`src/rtl/uart_pkg.sv`:
```
// Shared UART definitions: parity-mode encodings, FSM state encoding and a
// parity-enable helper used by both the TX and RX state machines.
package uart_pkg;

    // par_mode encodings (00 and 11 both mean no parity bit)
    localparam logic [1:0] PAR_NONE     = 2'b00;
    localparam logic [1:0] PAR_EVEN     = 2'b01;
    localparam logic [1:0] PAR_ODD      = 2'b10;
    localparam logic [1:0] PAR_NONE_ALT = 2'b11;

    typedef enum logic [2:0] {
        ST_IDLE   = 3'd0,
        ST_START  = 3'd1,
        ST_DATA   = 3'd2,
        ST_PARITY = 3'd3,
        ST_STOP   = 3'd4
    } uart_state_e;

    function automatic logic par_on(input logic [1:0] mode);
        return (mode == PAR_EVEN) || (mode == PAR_ODD);
    endfunction

endpackage

```
`src/rtl/fifo.sv`:
```
// Synchronous FIFO, depth 2**ADDR_W, first-word-fall-through read port.
// Ports: clk, reset (sync, active-high), rd/wr strobes, w_data in,
//        r_data (head word, combinational), empty, full.
// Read+write on full succeeds; read+write on empty performs only the write.
module fifo #(
    parameter int DATA_W = 8,
    parameter int ADDR_W = 2
) (
    input  logic              clk,
    input  logic              reset,
    input  logic              rd,
    input  logic              wr,
    input  logic [DATA_W-1:0] w_data,
    output logic              empty,
    output logic              full,
    output logic [DATA_W-1:0] r_data
);
    localparam int unsigned DEPTH = 2 ** ADDR_W;

    logic [DATA_W-1:0] mem_q [DEPTH];
    logic [ADDR_W-1:0] w_ptr_q, w_ptr_d, r_ptr_q, r_ptr_d;
    logic [ADDR_W-1:0] w_succ, r_succ;
    logic              full_q, full_d, empty_q, empty_d;
    logic              do_wr, do_rd;

    // Pointer/flag update
    always_comb begin
        do_wr   = wr & (~full_q | rd);
        do_rd   = rd & ~empty_q;
        w_succ  = w_ptr_q + ADDR_W'(1);
        r_succ  = r_ptr_q + ADDR_W'(1);
        w_ptr_d = w_ptr_q;
        r_ptr_d = r_ptr_q;
        full_d  = full_q;
        empty_d = empty_q;
        case ({do_wr, do_rd})
            2'b01: begin
                r_ptr_d = r_succ;
                full_d  = 1'b0;
                empty_d = (r_succ == w_ptr_q);
            end
            2'b10: begin
                w_ptr_d = w_succ;
                empty_d = 1'b0;
                full_d  = (w_succ == r_ptr_q);
            end
            2'b11: begin
                w_ptr_d = w_succ;
                r_ptr_d = r_succ;
            end
            default: ;
        endcase
    end

    always_ff @(posedge clk) begin
        if (reset) begin
            w_ptr_q <= '0;
            r_ptr_q <= '0;
            full_q  <= 1'b0;
            empty_q <= 1'b1;
        end else begin
            w_ptr_q <= w_ptr_d;
            r_ptr_q <= r_ptr_d;
            full_q  <= full_d;
            empty_q <= empty_d;
        end
    end

    // Storage needs no reset; the flags guard every read
    always_ff @(posedge clk) begin
        if (do_wr) mem_q[w_ptr_q] <= w_data;
    end

    assign r_data = mem_q[r_ptr_q];
    assign empty  = empty_q;
    assign full   = full_q;

endmodule

```
`src/rtl/uart_cfg.sv`:
```
// Configurable UART: runtime baud divisor, selectable parity, TX/RX FIFOs.
// Ports: clk, reset (sync, active-high); dvsr (tick period), par_mode;
//        TX side wr_uart/w_data/tx_full/tx; RX side rx/rd_uart/r_data/
//        r_perr/r_ferr/rx_empty; clr_err/err_ovr (sticky overrun); tx_idle.
module uart_cfg
    import uart_pkg::*;
#(
    parameter int DBIT     = 8,
    parameter int SB_TICK  = 16,
    parameter int DVSR_BIT = 11,
    parameter int FIFO_W   = 2
) (
    input  logic                clk,
    input  logic                reset,
    input  logic [DVSR_BIT-1:0] dvsr,
    input  logic [1:0]          par_mode,
    input  logic                wr_uart,
    input  logic [DBIT-1:0]     w_data,
    output logic                tx_full,
    output logic                tx,
    input  logic                rx,
    input  logic                rd_uart,
    output logic [DBIT-1:0]     r_data,
    output logic                r_perr,
    output logic                r_ferr,
    output logic                rx_empty,
    input  logic                clr_err,
    output logic                err_ovr,
    output logic                tx_idle
);
    localparam int unsigned S_W = (SB_TICK > 16) ? $clog2(SB_TICK) : 4;
    localparam int unsigned N_W = $clog2(DBIT);
    localparam int unsigned RW  = DBIT + 2;

    // Baud generator
    logic [DVSR_BIT-1:0] cnt_q, cnt_d, eff_m1;
    logic                tick;

    // TX state
    uart_state_e     tx_st_q, tx_st_d;
    logic [S_W-1:0]  tx_s_q, tx_s_d;
    logic [N_W-1:0]  tx_n_q, tx_n_d;
    logic [DBIT-1:0] tx_b_q, tx_b_d;
    logic            tx_pen_q, tx_pen_d, tx_pbit_q, tx_pbit_d;
    logic            tx_q, tx_d, tx_pop, tx_empty;
    logic [DBIT-1:0] tx_dout;

    // RX state
    logic [2:0]      rx_sync_q, rx_sync_d;
    uart_state_e     rx_st_q, rx_st_d;
    logic [S_W-1:0]  rx_s_q, rx_s_d;
    logic [N_W-1:0]  rx_n_q, rx_n_d;
    logic [DBIT-1:0] rx_b_q, rx_b_d;
    logic            rx_pen_q, rx_pen_d, rx_podd_q, rx_podd_d;
    logic            rx_perr_q, rx_perr_d;
    logic            rx_s, rx_fall, rx_wr, rx_full;
    logic [RW-1:0]   rx_wdata, rx_dout;
    logic            ovr_q, ovr_d;

    // Divisor below 2 is treated as 2; a counter past the new limit wraps at once
    always_comb begin
        eff_m1 = (dvsr < DVSR_BIT'(2)) ? DVSR_BIT'(1) : dvsr - DVSR_BIT'(1);
        tick   = (cnt_q >= eff_m1);
        cnt_d  = tick ? '0 : cnt_q + DVSR_BIT'(1);
    end

    // TX FSM next state; tx_d is the line level for the following cycle
    always_comb begin
        tx_st_d   = tx_st_q;
        tx_s_d    = tx_s_q;
        tx_n_d    = tx_n_q;
        tx_b_d    = tx_b_q;
        tx_pen_d  = tx_pen_q;
        tx_pbit_d = tx_pbit_q;
        tx_d      = tx_q;
        tx_pop    = 1'b0;
        case (tx_st_q)
            ST_IDLE: begin
                tx_d = 1'b1;
                if (tick && !tx_empty) begin
                    tx_st_d   = ST_START;
                    tx_s_d    = '0;
                    tx_b_d    = tx_dout;
                    tx_pen_d  = par_on(par_mode);
                    tx_pbit_d = (^tx_dout) ^ (par_mode == PAR_ODD);
                    tx_d      = 1'b0;
                end
            end
            ST_START: if (tick) begin
                if (tx_s_q == S_W'(15)) begin
                    tx_st_d = ST_DATA;
                    tx_s_d  = '0;
                    tx_n_d  = '0;
                    tx_d    = tx_b_q[0];
                end else tx_s_d = tx_s_q + S_W'(1);
            end
            ST_DATA: if (tick) begin
                if (tx_s_q == S_W'(15)) begin
                    tx_s_d = '0;
                    tx_b_d = tx_b_q >> 1;
                    if (tx_n_q == N_W'(DBIT - 1)) begin
                        tx_st_d = tx_pen_q ? ST_PARITY : ST_STOP;
                        tx_d    = tx_pen_q ? tx_pbit_q : 1'b1;
                    end else begin
                        tx_n_d = tx_n_q + N_W'(1);
                        tx_d   = tx_b_q[1];
                    end
                end else tx_s_d = tx_s_q + S_W'(1);
            end
            ST_PARITY: if (tick) begin
                if (tx_s_q == S_W'(15)) begin
                    tx_st_d = ST_STOP;
                    tx_s_d  = '0;
                    tx_d    = 1'b1;
                end else tx_s_d = tx_s_q + S_W'(1);
            end
            ST_STOP: if (tick) begin
                if (tx_s_q == S_W'(SB_TICK - 1)) begin
                    tx_st_d = ST_IDLE;
                    tx_pop  = 1'b1;
                    tx_d    = 1'b1;
                end else tx_s_d = tx_s_q + S_W'(1);
            end
            default: begin
                tx_st_d = ST_IDLE;
                tx_d    = 1'b1;
            end
        endcase
    end

    // RX FSM next state; rx is synchronised and edge-detected first
    always_comb begin
        rx_sync_d = {rx_sync_q[1:0], rx};
        rx_s      = rx_sync_q[1];
        rx_fall   = rx_sync_q[2] & ~rx_sync_q[1];
        rx_st_d   = rx_st_q;
        rx_s_d    = rx_s_q;
        rx_n_d    = rx_n_q;
        rx_b_d    = rx_b_q;
        rx_pen_d  = rx_pen_q;
        rx_podd_d = rx_podd_q;
        rx_perr_d = rx_perr_q;
        rx_wr     = 1'b0;
        rx_wdata  = '0;
        case (rx_st_q)
            ST_IDLE: if (rx_fall) begin
                rx_st_d   = ST_START;
                rx_s_d    = '0;
                rx_pen_d  = par_on(par_mode);
                rx_podd_d = (par_mode == PAR_ODD);
                rx_perr_d = 1'b0;
            end
            ST_START: if (tick) begin
                if (rx_s_q == S_W'(7)) begin
                    // a line back high at mid-start is a glitch
                    rx_st_d = rx_s ? ST_IDLE : ST_DATA;
                    rx_s_d  = '0;
                    rx_n_d  = '0;
                end else rx_s_d = rx_s_q + S_W'(1);
            end
            ST_DATA: if (tick) begin
                if (rx_s_q == S_W'(15)) begin
                    rx_s_d = '0;
                    rx_b_d = {rx_s, rx_b_q[DBIT-1:1]};
                    if (rx_n_q == N_W'(DBIT - 1))
                        rx_st_d = rx_pen_q ? ST_PARITY : ST_STOP;
                    else
                        rx_n_d = rx_n_q + N_W'(1);
                end else rx_s_d = rx_s_q + S_W'(1);
            end
            ST_PARITY: if (tick) begin
                if (rx_s_q == S_W'(15)) begin
                    rx_st_d   = ST_STOP;
                    rx_s_d    = '0;
                    rx_perr_d = rx_s ^ (^rx_b_q) ^ rx_podd_q;
                end else rx_s_d = rx_s_q + S_W'(1);
            end
            ST_STOP: if (tick) begin
                if (rx_s_q == S_W'(15)) begin
                    rx_st_d  = ST_IDLE;
                    rx_wr    = 1'b1;
                    rx_wdata = {~rx_s, rx_perr_q, rx_b_q};
                end else rx_s_d = rx_s_q + S_W'(1);
            end
            default: rx_st_d = ST_IDLE;
        endcase
    end

    // Overrun only when the write is really dropped (no read alongside it)
    always_comb begin
        ovr_d = (rx_wr & rx_full & ~rd_uart) | (ovr_q & ~clr_err);
    end

    always_ff @(posedge clk) begin
        if (reset) begin
            cnt_q     <= '0;
            tx_st_q   <= ST_IDLE;
            tx_s_q    <= '0;
            tx_n_q    <= '0;
            tx_b_q    <= '0;
            tx_pen_q  <= 1'b0;
            tx_pbit_q <= 1'b0;
            tx_q      <= 1'b1;
            rx_sync_q <= 3'b111;
            rx_st_q   <= ST_IDLE;
            rx_s_q    <= '0;
            rx_n_q    <= '0;
            rx_b_q    <= '0;
            rx_pen_q  <= 1'b0;
            rx_podd_q <= 1'b0;
            rx_perr_q <= 1'b0;
            ovr_q     <= 1'b0;
        end else begin
            cnt_q     <= cnt_d;
            tx_st_q   <= tx_st_d;
            tx_s_q    <= tx_s_d;
            tx_n_q    <= tx_n_d;
            tx_b_q    <= tx_b_d;
            tx_pen_q  <= tx_pen_d;
            tx_pbit_q <= tx_pbit_d;
            tx_q      <= tx_d;
            rx_sync_q <= rx_sync_d;
            rx_st_q   <= rx_st_d;
            rx_s_q    <= rx_s_d;
            rx_n_q    <= rx_n_d;
            rx_b_q    <= rx_b_d;
            rx_pen_q  <= rx_pen_d;
            rx_podd_q <= rx_podd_d;
            rx_perr_q <= rx_perr_d;
            ovr_q     <= ovr_d;
        end
    end

    fifo #(.DATA_W(DBIT), .ADDR_W(FIFO_W)) u_tx_fifo (
        .clk    (clk),
        .reset  (reset),
        .rd     (tx_pop),
        .wr     (wr_uart),
        .w_data (w_data),
        .empty  (tx_empty),
        .full   (tx_full),
        .r_data (tx_dout)
    );

    fifo #(.DATA_W(RW), .ADDR_W(FIFO_W)) u_rx_fifo (
        .clk    (clk),
        .reset  (reset),
        .rd     (rd_uart),
        .wr     (rx_wr),
        .w_data (rx_wdata),
        .empty  (rx_empty),
        .full   (rx_full),
        .r_data (rx_dout)
    );

    // Head word is masked while empty so stale storage never shows
    assign tx      = tx_q;
    assign tx_idle = tx_empty & (tx_st_q == ST_IDLE);
    assign r_data  = rx_empty ? '0 : rx_dout[DBIT-1:0];
    assign r_perr  = ~rx_empty & rx_dout[DBIT];
    assign r_ferr  = ~rx_empty & rx_dout[DBIT+1];
    assign err_ovr = ovr_q;

endmodule

```
`config.mk`:
```
export PLATFORM = sky130hd
export DESIGN_NAME = uart_cfg
export DESIGN_NICKNAME = d
export VERILOG_FILES = /design/src/rtl/uart_pkg.sv /design/src/rtl/fifo.sv /design/src/rtl/uart_cfg.sv
export SDC_FILE = /design/constraint.sdc
export NUM_CORES = 1
export LEC_CHECK = 0
export ABC_AREA = 1
export BUFFER_PORTS_ARGS = -buffer_cell sky130_fd_sc_hd__clkbuf_2
export CAP_MARGIN = 15
export CORE_AREA = 3 3 125 127
export CTS_BUF_LIST = sky130_fd_sc_hd__clkbuf_16
export CTS_CLUSTER_DIAMETER = 40
export CTS_CLUSTER_SIZE = 16
export DETAILED_ROUTE_END_ITERATION = 10
export DIE_AREA = 0 0 128 130
export GPL_ROUTABILITY_DRIVEN = 0
export PLACE_DENSITY_LB_ADDON = 0.15
export SYNTH_ARGS = -nofsm -noshare
export SYNTH_HDL_FRONTEND = slang
export SYNTH_SLANG_ARGS = --single-unit
```
`constraint.sdc`:
```
create_clock -name clk -period 5.9 [get_ports clk]
set_input_delay 1.18 -clock clk [delete_from_list [all_inputs] [get_ports clk]]
set_output_delay 1.18 -clock clk [all_outputs]
set_load 0.03 [all_outputs]
```
Word-level counts from Yosys, hierarchy flattened
Memory sizes are Yosys's and may differ from the RTL's. A register that Yosys moved wholly into a read port is not among the register bits. Cells that the tools add are included.

Register bits: 69. RAM bits: 72. Bits of input ports: 27. Output and inout bits: 15. Word-level logic and storage cells: 241. Memories: 2.

Memories: u_rx_fifo.mem_q (words 4, bits a word 10, read ports 1, clocked after memory_dff 1, wr ports 1, line fifo.sv:20) `logic [DATA_W-1:0] mem_q [DEPTH];`; u_tx_fifo.mem_q (words 4, bits a word 8, read ports 1, clocked after memory_dff 1, wr ports 1, line fifo.sv:20).

Add/subtract/negate cells: 10. Magnitude comparators: 2. Eq/ne operators: 53. Muxes and demuxes: 90. Bitwise gates (word level): 24. Reductions and logical operators: 35.

Operator list (count): 2-to-1 mux 3 bit (30); 2-to-1 mux 4 bit (12); != test 2 bit, second input constant (24); 2-to-1 mux 8 bit (4); 2-to-1 mux 10 bit (3); one-hot mux 3 bit (5 select lines) (2); AND reduction 6 bit (4); 2-to-1 mux 1 bit (22); AND reduction 10 bit (2); one-hot mux 4 bit (4 select lines) (1); one-hot mux 8 bit (2 select lines) (1); XOR reduction 8 bit (2); OR reduction 2 bit (7); equality test 3 x 2 -> 1 bit, second input constant (4); equality test 3 bit, second input constant (4); one-hot mux 3 bit (2 select lines) (2); one-hot mux 4 bit (3 select lines) (1); nonzero test 2 bit (6); adder 11 x 1 -> 11 bit, second input constant (1); bitwise AND 1 bit (11); >= comparator 11 bit (1); < comparator 11 x 2 -> 1 bit, second input constant (1); 2-to-1 mux 11 bit (1); subtractor 11 x 1 -> 11 bit, second input constant (1); other kinds (27) (67).

Logic depth before layout (Yosys ltp)
Gate-level depths: netlist of the first run.

Word-level depth: 11. Mapped depth: 24. Mapped depth without buffers: 24.

Hierarchy
From an unflattened synthesis of the first run, not the netlist that was laid out.

Cell total of the unflattened synthesis: 870. Area total of the unflattened synthesis: 7442.1 um^2.

By module, submodules not included: uart_cfg (times used 1, cells each 563, area each 3814.9 um^2, seq. area each 1141.1 um^2); fifo (u_rx_fifo) (times used 1, cells each 164, area each 1988.2 um^2, seq. area each 1361.3 um^2); fifo (u_tx_fifo) (times used 1, cells each 143, area each 1639.1 um^2, seq. area each 1121.1 um^2).

Worst setup path after synthesis of the first run
No wires, ideal clock.

Kind: in2reg. Start point: input dvsr[0]. End point: memory u_rx_fifo.mem_q[0][0] in the netlist's numbering, enable pin. Setup time: 376 ps. Data arrival time: 3642 ps. Data required time: 5524 ps. Slack: 1882 ps. Stages: 19. Path buffers: 0. Cells stage by stage: inv_1 ha_1 nand2_1 nor3_1 nand2_1 inv_1 a21oi_1 nand3b_1 ha_1 nand2_1 nor2_1 nand3b_1 nor2_1 nor2_1 nand2_4 nand2_1 nor2_1 inv_1 nor2_1.

Word-level cells in the longest chain between the ends: 8. Elaborated cells on any way between the ends: 9. Those cells by class: 1 x add/sub; 2 x order compare; 5 x mux; 1 x bitwise.

RTL lines: from (decl) (line uart_cfg.sv:15) `input logic [DVSR_BIT-1:0] dvsr,`; subtractor 11 x 1 -> 11 bit / < comparator 11 x 2 -> 1 bit (equally long branches) (line uart_cfg.sv:62) `eff_m1 = (dvsr < DVSR_BIT'(2)) ? DVSR_BIT'(1) : dvsr - DVSR_BIT'(1);`; 2-to-1 mux 11 bit * (line uart_cfg.sv:62); >= comparator 11 bit * (line uart_cfg.sv:63) `tick = (cnt_q >= eff_m1);`; 2-to-1 mux 1 bit * (line uart_cfg.sv:178) `ST_STOP: if (tick) begin`; 2-to-1 mux 1 bit * (line uart_cfg.sv:145) `case (rx_st_q)`; bitwise AND 1 bit * (line fifo.sv:28) `do_wr = wr & (~full_q | rd);`; 2-to-1 mux 1 bit * (line fifo.sv:71) `if (do_wr) mem_q[w_ptr_q] <= w_data;`; 2-to-1 mux 1 bit (not written as such) * (line fifo.sv:71); to (decl) (line fifo.sv:20).

Every way passes the cells marked *; elsewhere a longest branch is shown, timed or not.

Worst setup path in the final report of the first run
Start point: input dvsr[0]. End point: memory u_rx_fifo.mem_q[3][5] in the netlist's numbering, enable pin.

Same word-level chain as after synthesis.

==> results.md, run 1 <==
- Outcome: finished, final reports clean
- Total Die Area: between 15000 and 20000 µm²
- CTS Buf Count: 17
- Syn avg cell area: slightly above 8 µm²
- Reg2reg start: cnt_q[2]
- Max cap viols: 0
- GRT Overall Usage: 0.187
- Sequential area share after synthesis: 0.495
- Routed wire length: approximately 14000 µm
- Hold Crit Start: rx_sync_q[0]
- Area leader, netlist: edfxtp_1
- Total core area: 14500 µm²
- Crit. Startpoint: dvsr[0]
- Post-route setup TNS: 0 ns
- Die Y: between 100 and 150 µm
- First-pass GRT wire length: approximately 25000 µm
- H-tree depth: 4
- Die W: approximately 130 µm
- Max stage delay cell, worst path: nor2_1
- Syn nets: around 960
- Max Fclk: about 0.22 GHz
- Clock skew: around 0.017 ns
- Sink Count: between 100 and 150
- Grt total ovfl: 0
- Share of layout cells above drive strength 1: 0.0989
- Most common cell after layout, fill and taps aside: nand2_1
- Critical-path cell list: clkbuf_2, inv_1, ha_1, nand2_1, nor3_1, nand2_1, inv_1, a21oi_1, nand3b_1, ha_1, nand2_1, nor2_1, nand3b_1, nor2_1, nor2_1, nand2_4, nand2_1, nor2_1, inv_1, nor2_1
- Hold_ws: between 0.4 and 0.5 ns
- DRC: 0
- Io pins: 42
- Most frequent cells in the layout: 197 x nand2_1, 126 x nor2_1, 108 x inv_1, 73 x dfxtp_1, 72 x edfxtp_1
- Hold buffer count at cts: 0
- Via count: 5580
- Number of synthesized register bits: approximately 150
- HP Class: flop to flop
- DP HPWL: between 10000 and 15000 µm
- R2r setup slk: between 2 and 3 ns
- Clock slew at the register clock pins of the worst setup and hold paths: about 0.06 ns
- WL/cell: ~13 µm
- Mapped Area: approximately 7300 µm²
- Final nets: between 900 and 1000
- Slew @ Worst Pin: just under 0.9 ns
- Worst Setup End Kind: flop
- Area Growth Syn to Fin: 12.5%
- Endpoints failing setup: 0
- Library cells used by synthesis: 43
- Largest cells by area after synthesis: edfxtp_1 30%, dfxtp_1 20%, nand2_1 10%
- Crit Path Category: input pin to flop
- CTS Root Cell: clkbuf_16
- Initial antenna violation count: 0
- Mapped Cells: 898
- CTS tree: yes
- Worst path arrival time: approximately 4.5 ns
- Most frequent cell on the critical path: nor2_1
- LEAKAGE: approximately 3.5 nW
- RSZ-0062 raised after global routing: no
- Worst Path Required: between 5 and 6 ns
- CP Launch Type: input pin
- Peak VDD IR: ~0.18 mV
- Worst reg-to-reg path cell count: 11
- Final hold vios: 0
- Drt via density: 4.92
- Slowest stage delay, CP: ~0.67 ns
- Max Transition Viols Final: 0
- Post-DRT Antenna Nets: 0
- Antenna diode count: 0
- Power Density: around 300 nW/µm²
- 1st-iter DRT viols: between 200 and 250
- # fillers: ~1400
- CTS max path bufs: 2
- Footprint of the multi-input gates: ~3200 µm²
- # Post-CTS Setup Buffers: 0
- Min-Delay Endpoint: rx_sync_q[1]
- Initial core utilization: 0.503
- Synth top area share: 0.296
- Tmin final: 4.45 ns
- Drt pass-1 iters: 5
- Hold depth: 1
- Vias in the first global route: 5176
- Reg-to-Reg End: u_rx_fifo.mem_q[3][5]
- Fin crit share: 0.754
- Synth warn: 0
- Critical Path Fanout Max: 12
- Slew HR: 0.416
- Port Buffers: 41
- Std-Cell Rows: 44
- Cells resized by post-CTS repair: 0
- FF/Latch Area: roughly 3600 µm²
- Worst-Skew Late Latency: between 0.4 and 0.5 ns
- Largest net degree at the start of global routing: 35
## through the flow
stage               worst slack (ns)  power, mW  utilization  instance area [µm²]  std cells
global route                   0.998       2.63        0.566                 8230       1134
CTS                             1.46       2.51        0.566                 8220       1133
floorplan                       1.88       1.41            -                 7310        898
detailed placement              1.01       1.49        0.526                 7650       1101
global placement                1.21       1.48        0.526                 7650       1101
finish                          1.45       2.49        0.566                 8230       1134
## synth_stat cells (all sizes together)
| cell | n |
|---|---|
| a211oi | 2 |
| a21o | 1 |
| a21oi | 63 |
| a31oi | 1 |
| and3 | 1 |
| buf | 8 |
| clkbuf | 15 |
| clkinv | 2 |
| dfxtp | 73 |
| edfxtp | 72 |
| ha | 30 |
| inv | 110 |
| nand2 | 203 |
| nand3 | 63 |
| nand3b | 4 |
| nand4 | 6 |
| nor2 | 129 |
| nor3 | 8 |
| nor3b | 5 |
| o211a | 2 |
| o211ai | 3 |
| o21a | 1 |
| o21ai | 59 |
| o21bai | 2 |
| o221ai | 1 |
| o22ai | 3 |
| or2 | 5 |
| xnor2 | 13 |
| xor2 | 13 |
## flip-flops by register name, summed over array words and instances (netlist names), 2 cells and up, named ones only
register / flops
rx_n_q: 3
u_tx_fifo.w_ptr_q: 2
rx_st_q: 3
u_tx_fifo.mem_q: 32
tx_n_q: 3
rx_b_q: 8
rx_sync_q: 3
tx_b_q: 8
u_rx_fifo.r_ptr_q: 2
u_rx_fifo.mem_q: 40
tx_st_q: 3
u_tx_fifo.r_ptr_q: 2
u_rx_fifo.w_ptr_q: 2
tx_s_q: 4
cnt_q: 11
rx_s_q: 4
## logic make-up (layout without fill, tap and decap cells)
group,after synthesis,in the layout,share of synthesized area
buf+inv,135,187,0.0732
simple gates,424,424,0.248
fa+ha+maj,30,30,0.0513
flops,145,145,0.495
xor+xnor,26,26,0.0311
compound gates,138,138,0.101
## where the power goes
| group | internal [mW] | switching (mW) | leakage [nW] |
|---|---|---|---|
| Clock | 0.594 | 0.427 | 0.290 |
| Combinational | 0.119 | 0.247 | 2.05 |
| Sequential | 1.09 | 0.0188 | 1.16 |
| Total | 1.80 | 0.692 | 3.50 |
## worst max-delay path: cells and delay by family
kind	cells	cell delay, ns
AO/OA/AOI/OAI	1	0.06
AND/OR/NAND/NOR	13	2.36
buffers and inverters	4	0.36
adder cells (fa/ha/maj)	2	0.50
## worst max path at each step
stage,to,cells after the start
global route,u_rx_fifo.mem_q[3][5],20
floorplan,u_rx_fifo.mem_q[0][0],19
detailed placement,u_rx_fifo.mem_q[1][6],20
CTS,u_rx_fifo.mem_q[3][5],20
finish,u_rx_fifo.mem_q[3][5],20
global placement,u_rx_fifo.mem_q[3][8],20
## routing by layer
| metal | GRT usage | part of all wire | vias to the layer above |
|---|---|---|---|
| met5 | 0 | 0 | - |
| met4 | 0.0593 | 0.015 | 0 |
| met3 | 0.0450 | 0.032 | 18 |
| met2 | 0.295 | 0.45 | 79 |
| met1 | 0.255 | 0.50 | 2469 |
| li1 | - | - | 3014 |
## area by class of cell
| class | instances | share of cell area |
|---|---|---|
| multi-input cells | 618 | 0.383 |
| inverters | 112 | 0.0517 |
| clock inverters | 13 | 0.0119 |
| flip-flops and latches | 145 | 0.440 |
| clock buffers | 19 | 0.0578 |
| well taps | 184 | 0.0280 |
| repair buffers | 43 | 0.0268 |
Power figures use the tool's default switching activity.
==> run 2, diff against run 1 <==
- clock period: 5.9 -> 3.6 ns (I/O delays scaled with it)
==> run 2 against run 1 <==
Net effect: sequential cell count did not move; clock skew shrank 0.0076 ns; clock power grew 64%; first-iteration DRC count rose by 26%; final area rose by 2.4%; sequential share of layout area decreased by 1.1 points; non-clock buffer count increased by 27; global-route usage grew 0.19 points; highest routed layer unchanged.
==> results.md, run 2 (same netlist as run 1, synthesis figures left out) <==
- Worst-Skew Late Latency: 0.42 ns
- LEAKAGE: ~3.6 nW
- Slew @ Worst Pin: approximately 0.72 ns
- Reg2reg start: cnt_q[2]
- Slowest stage delay, CP: slightly below 0.3 ns
- Worst Setup End Kind: flop
- CP Launch Type: input pin
- CTS Root Cell: clkbuf_16
- Most frequent cells in the layout: 197 x nand2_1, 126 x nor2_1, 107 x inv_1, 73 x dfxtp_1, 72 x edfxtp_1
- Via count: roughly 5800
- Die Y: approximately 130 µm
- Most common cell after layout, fill and taps aside: nand2_1
- Worst Path Required: ~3.7 ns
- Hold Crit Start: rx_sync_q[0]
- DP HPWL: 10600 µm
- H-tree depth: 4
- Slew HR: 0.522
- CTS tree: yes
- DRC: 0
- Grt total ovfl: 0
- Tmin final: approximately 3.2 ns
- Reg with most FFs: u_rx_fifo.mem_q
- Final hold vios: 0
- Clock power frac: 0.407
- Largest net degree at the start of global routing: 34
- Drt via density: approximately 5.0
- Post-DRT Antenna Nets: 0
- RSZ-0062 raised after global routing: no
- Crit path buf inv count: 6
- Largest register FFs: 40
- Post-route setup TNS: 0 ns
- Initial core utilization: 0.503
- HP Class: flop to flop
- # fillers: between 1000 and 1500
- Hold buffer count at cts: 0
- CTS max path bufs: 2
- Io pins: 42
- Sink Count: 145
- Min-Delay Endpoint: rx_sync_q[1]
- Drt pass-1 iters: 5
- Hold depth: 1
- Sw power: about 1.2 mW
- Sequential Power Share: 0.443
- Critical-path cell list: clkbuf_2, inv_1, ha_1, nand2_1, nor3_2, nand2_1, inv_1, a21oi_1, nand3b_1, ha_1, nand2_1, nor2_1, nand3b_1, nor2_1, nor2_1, nand2_4, inv_2, o21ai_0, nand2_1, buf_4, nor2_1, buf_4
- Initial antenna violation count: 0
- Critical Path Fanout Max: 8
- Clock slew at the register clock pins of the worst setup and hold paths: about 0.060 ns
- Die W: 128 µm
- Power Density: approximately 490 nW/µm²
- R2r setup slk: roughly 1.3 ns
- Footprint of the multi-input gates: between 3000 and 4000 µm²
- Port Buffers: approximately 40
- Std-Cell Rows: between 40 and 50
- Cells resized by post-CTS repair: 0
- Fin crit share: 0.882
- Reg-to-Reg End: u_tx_fifo.mem_q[2][1]
- Worst path arrival time: 3.31 ns
- Total chip power: between 4 and 5 mW
- Max Fclk: 0.315 GHz
- Max cap viols: 0
- Total core area: around 15000 µm²
- Total Die Area: between 15000 and 20000 µm²
- WL/cell: 12.8 µm
- Crit Path Category: input pin to flop
- Antenna diode count: 0
- Outcome: finished, final reports clean
- Sw Share: 0.284
- GRT Overall Usage: 0.188
- First-pass GRT wire length: around 25000 µm
- Endpoints failing setup: 0
- CTS Buf Count: 17
- Clock skew: about 0.0096 ns
- Final nets: ~1000
- Util after Layout: 0.580
- Share of layout cells above drive strength 1: 0.126
- FF/Latch Area: around 3600 µm²
- Peak VDD IR: around 0.34 mV
- Pint: 2.93 mW
- CP delay by family, top: simple AND/OR/NAND/NOR gates
- Area Growth Syn to Fin: 15.2%
- Gate power share: 0.150
- Routed wire length: between 10000 and 15000 µm
- Worst reg-to-reg path cell count: 13
- Vias in the first global route: approximately 5400
- 1st-iter DRT viols: roughly 310
- Max stage delay cell, worst path: ha_1
- # Post-CTS Setup Buffers: 0
- Max Transition Viols Final: 0
- Top flop regs: u_rx_fifo.mem_q (40), u_tx_fifo.mem_q (32), cnt_q (11)
==> run 2: cell types whose count changed in the layout (fill, tap and decap cells not counted) <==
cell | previous run | this run
buf_4 | 2 | 29
inv_8 | 1 | 3
clkbuf_16 | 19 | 18
clkinv_2 | 2 | 1
clkinv_4 | 2 | 1
clkinvlp_4 | 1 | 2
inv_1 | 108 | 107
inv_4 | 2 | 3
nor3_1 | 8 | 7
nor3_2 | 0 | 1
==> run 2: how the worst max path moves through the flow <==
stage / from / endpoint / slack [ns] / cells after the start
6_report: dvsr[0] / u_tx_fifo.mem_q[2][1] / 0.42 / 22
3_3_place_gp: dvsr[0] / u_tx_fifo.mem_q[0][2] / 0.02 / 22
2_1_floorplan: dvsr[0] / u_rx_fifo.mem_q[0][0] / 0.04 / 19
5_1_grt: dvsr[0] / u_tx_fifo.empty / 0.04 / 24
4_1_cts: dvsr[0] / u_tx_fifo.mem_q[2][1] / 0.35 / 22
3_5_place_dp: dvsr[0] / u_tx_fifo.mem_q[0][2] / -0.09 / 22
==> run 2: power groups by stage <==
stage	Clock (mW)	Sequential, mW	Combinational (mW)
floorplan	0	1.85	0.458
global placement	0	1.85	0.607
CTS	1.69	1.81	0.617
finish	1.67	1.81	0.614
detailed placement	0	1.85	0.609
global route	1.76	1.82	0.708
==> run 2: cell type report <==
type | count | share of cell area
inverter | 112 | 0.0505
clock buffer | 18 | 0.0534
sequential | 145 | 0.430
clock inverter | 14 | 0.0138
multi-input combinational | 618 | 0.375
timing repair buffer | 70 | 0.0502
tap | 184 | 0.0273
==> run 2: worst register-to-register path, stage by stage (launching register included) <==
cell and delay, ns:
dfxtp_1 0.33, ha_1 0.30, nand2_1 0.08, o21ai_0 0.20
nand2_1 0.07, nand2_1 0.06, nand2_1 0.08, nand2_4 0.13
inv_2 0.05, o21ai_0 0.14, nand2_1 0.09, buf_4 0.16
nor2_1 0.10, buf_4 0.18
==> run 2: stage by stage <==
step / instances / area (µm²) / setup WS, ns / hold WS (ns)
after global placement: 1129 / 7860 / 0.0173 / 0.391
after floorplan: 898 / 7310 / 0.0418 / 0.389
after detailed placement: 1129 / 7860 / -0.0893 / 0.399
final: 1161 / 8430 / 0.425 / 0.409
after CTS: 1161 / 8420 / 0.345 / 0.413
after global routing: 1161 / 8430 / 0.0367 / 0.444
==> run 2: routing by layer <==
layer | routed length (µm) | vias to the layer above | global-route usage
met5 | 0 | - | 0
met4 | 227 | 0 | 0.0593
met3 | 572 | 22 | 0.0471
met2 | 6620 | 102 | 0.302
met1 | 7400 | 2626 | 0.254
li1 | - | 3071 | -
==> run 3, diff against run 2 <==
- ABC_AREA: 1 -> not set
- CORE_AREA: 3 3 125 127 -> 3 3 123 125
- CTS_CLUSTER_SIZE: 16 -> 14
- DIE_AREA: 0 0 128 130 -> 0 0 126 128
==> run 3 against run 2 <==
Net effect: hold slack better by 0.016 ns; worst setup slack got worse by 0.24 ns; final area rose by 0.42%; clock power rose by 14%; critical path type unchanged; die area down 3.1%.
==> results.md, run 3 <==
- Tmin final: about 3.4 ns
- Max Transition Viols Final: 0
- Mapped Area: slightly below 7000 µm²
- Sequential area share after synthesis: 0.520
- Crit Path Category: input pin to flop
- Largest register FFs: 40
- Grt total ovfl: 0
- First-pass GRT wire length: 23200 µm
- Most frequent cells in the layout: 73 x dfxtp_1, 72 x edfxtp_1, 66 x nor2_1, 42 x nand2_1, 41 x clkbuf_2
- Count leader, synth: dfxtp_1
- Design Area, Final: approximately 8500 µm²
- DP HPWL: between 10000 and 15000 µm
- Post-route setup TNS: 0 ns
- Die W: between 100 and 150 µm
- Via count: 4797
- Max stage delay cell, worst path: or4_4
- Crit path buf inv count: 2
- CTS tree: yes
- Die Y: roughly 130 µm
- Post-Place Cells: between 800 and 900
- Synth Flop Type: dfxtp_1
- Fin crit share: 0.949
- Most frequent cell on the critical path: nor2_1
- Total Die Area: 16100 µm²
- # Post-CTS Setup Buffers: 0
- Slew @ Worst Pin: 0.925 ns
- CP delay by family, top: simple AND/OR/NAND/NOR gates
- Drt via density: around 5.4
- Total core area: between 10000 and 15000 µm²
- Hold buffer count at cts: 0
- CP Launch Type: input pin
- Critical Path Fanout Max: 9
- Top flop regs: u_rx_fifo.mem_q (40), u_tx_fifo.mem_q (32), cnt_q (11)
- Post-Place Cell Area: roughly 7800 µm²
- Reg with most FFs: u_rx_fifo.mem_q
- Antenna diode count: 0
- LEAKAGE: 3.18 nW
- Share of layout cells above drive strength 1: 0.243
- HP Class: flop to flop
- H-tree depth: 4
- Initial core utilization: 0.498
- Worst Path Required: between 3 and 4 ns
- Std-Cell Rows: 43
- Post-DRT Antenna Nets: 0
- Most common cell after layout, fill and taps aside: dfxtp_1
- RSZ-0062 raised after global routing: no
- DRC: 0
- Mapped Cells: just over 600
- Worst Setup End Kind: flop
- R2r setup slk: approximately 0.89 ns
- Util after Layout: 0.605
- Max Fclk: 0.293 GHz
- Sink Count: roughly 150
- Cells resized by post-CTS repair: 0
- GRT Overall Usage: 0.178
- Port Buffers: 41
- Drt pass-1 iters: 4
- Initial antenna violation count: 0
- Routed wire length: between 10000 and 15000 µm
- Commonest cells post-synth: 73 x dfxtp_1, 72 x edfxtp_1, 66 x nor2_1
- Clock slew at the register clock pins of the worst setup and hold paths: 0.06 ns
- Critical-path cell list: clkbuf_2, or4_4, nor2_1, nand3_2, nand2_1, ha_1, nand2b_1, a211oi_1, o311a_1, o21a_4, nor4_2, inv_1, ha_4, a31oi_4, mux2i_1, nor2_1
- Clock skew: 0.00766 ns
- Synth top area share: 0.310
- Syn avg cell area: roughly 11 µm²
- Io pins: 42
- Slowest stage delay, CP: between 0.5 and 0.6 ns
- Peak VDD IR: 0.474 mV
- Number of synthesized register bits: ~150
- Async S/R FF share, synth: 0
- Outcome: finished, final reports clean
- Syn nets: ~670
- CTS Buf Count: 17
- Max cap viols: 0
- Final nets: about 750
- Power Density: between 400 and 500 nW/µm²
- Largest cells by area after synthesis: edfxtp_1 31%, dfxtp_1 21%, mux4_2 5.8%
- 1st-iter DRT viols: around 230
- Hold_ws: about 0.42 ns
- CTS max path bufs: 2
- Worst-Skew Late Latency: roughly 0.42 ns
- Final hold vios: 0
- Synth warn: 0
- CTS Root Cell: clkbuf_16
- Endpoints failing setup: 0
- Largest net degree at the start of global routing: between 40 and 50
- Area Growth Syn to Fin: 21.5%
- Area leader, netlist: edfxtp_1
- Slew HR: 0.384
- Vias in the first global route: 4825
- Library cells used by synthesis: 60
- Final Non-Filler Cells: slightly below 900
- Worst path arrival time: 3.72 ns
- Number of synthesized flops with an enable pin: 72
- WL/cell: approximately 16 µm
## run 3: cell count changes in the layout (fill, tap and decap cells not counted), moves of 9 or more
cell	change
mux2i_1	+23
xnor2_1	+14
inv_1	-88
buf_12	+9
nand2_1	-155
mux4_2	+18
and3_1	+11
o21ai_0	-45
nor2_1	-60
nor2b_1	+18
and2_1	+11
nand3_1	-45
a21oi_1	-34
## run 3: stage by stage
| step | setup slack [ns] | power [mW] |
|---|---|---|
| detailed placement | -0.329 | 2.03 |
| floorplan | -0.0925 | 1.94 |
| global route | 0.0283 | 4.03 |
| global placement | -0.255 | 2.02 |
| finish | 0.184 | 3.90 |
| CTS | 0.0882 | 3.93 |
## run 3: power by group
| group | switching [mW] | internal, mW | total, mW |
|---|---|---|---|
| registers | 0.0191 | 1.75 | 1.77 |
| clock network | 0.675 | 1.22 | 1.90 |
| logic | 0.115 | 0.109 | 0.223 |
| total | 0.809 | 3.09 | 3.90 |
## run 3: area by class of cell
class	count	area, µm²
Fill cell	1121	5530
Sequential cell	145	3620
Multi-Input combinational cell	423	3260
Timing Repair Buffer	85	648
Clock buffer	17	425
Tap cell	180	225
Clock inverter	15	215
Inverter	18	67.6
## run 3: layer usage
| layer | part of all wire | vias up | global-route usage |
|---|---|---|---|
| met1 | 0.46 | 2346 | 0.226 |
| met4 | 0.0088 | 0 | 0.0549 |
| li1 | - | 2369 | - |
| met3 | 0.027 | 11 | 0.0408 |
| met5 | 0 | - | 0 |
| met2 | 0.50 | 71 | 0.305 |
## run 3: path summary, 6_finish.rpt
path | cells after the start | from | endpoint
worst max-delay path | 16 | dvsr[8] | u_tx_fifo.w_ptr_q[1]
worst min-delay path | 1 | rx_sync_q[0] | rx_sync_q[1]
worst max register to register | 12 | cnt_q[0] | u_tx_fifo.w_ptr_q[1]
worst min register to register | 1 | rx_sync_q[0] | rx_sync_q[1]
## run 3: cells by family (layout without fill, tap and decap cells)
logic type / after synthesis / after routing / synth area share
AO/OA/AOI/OAI: 86 / 86 / 0.0870
XOR/XNOR: 44 / 44 / 0.0553
adder cells (fa/ha/maj): 30 / 30 / 0.0539
buffers and inverters: 43 / 135 / 0.0250
flip-flops: 145 / 145 / 0.520
multiplexers: 41 / 41 / 0.0913
AND/OR/NAND/NOR: 222 / 222 / 0.167
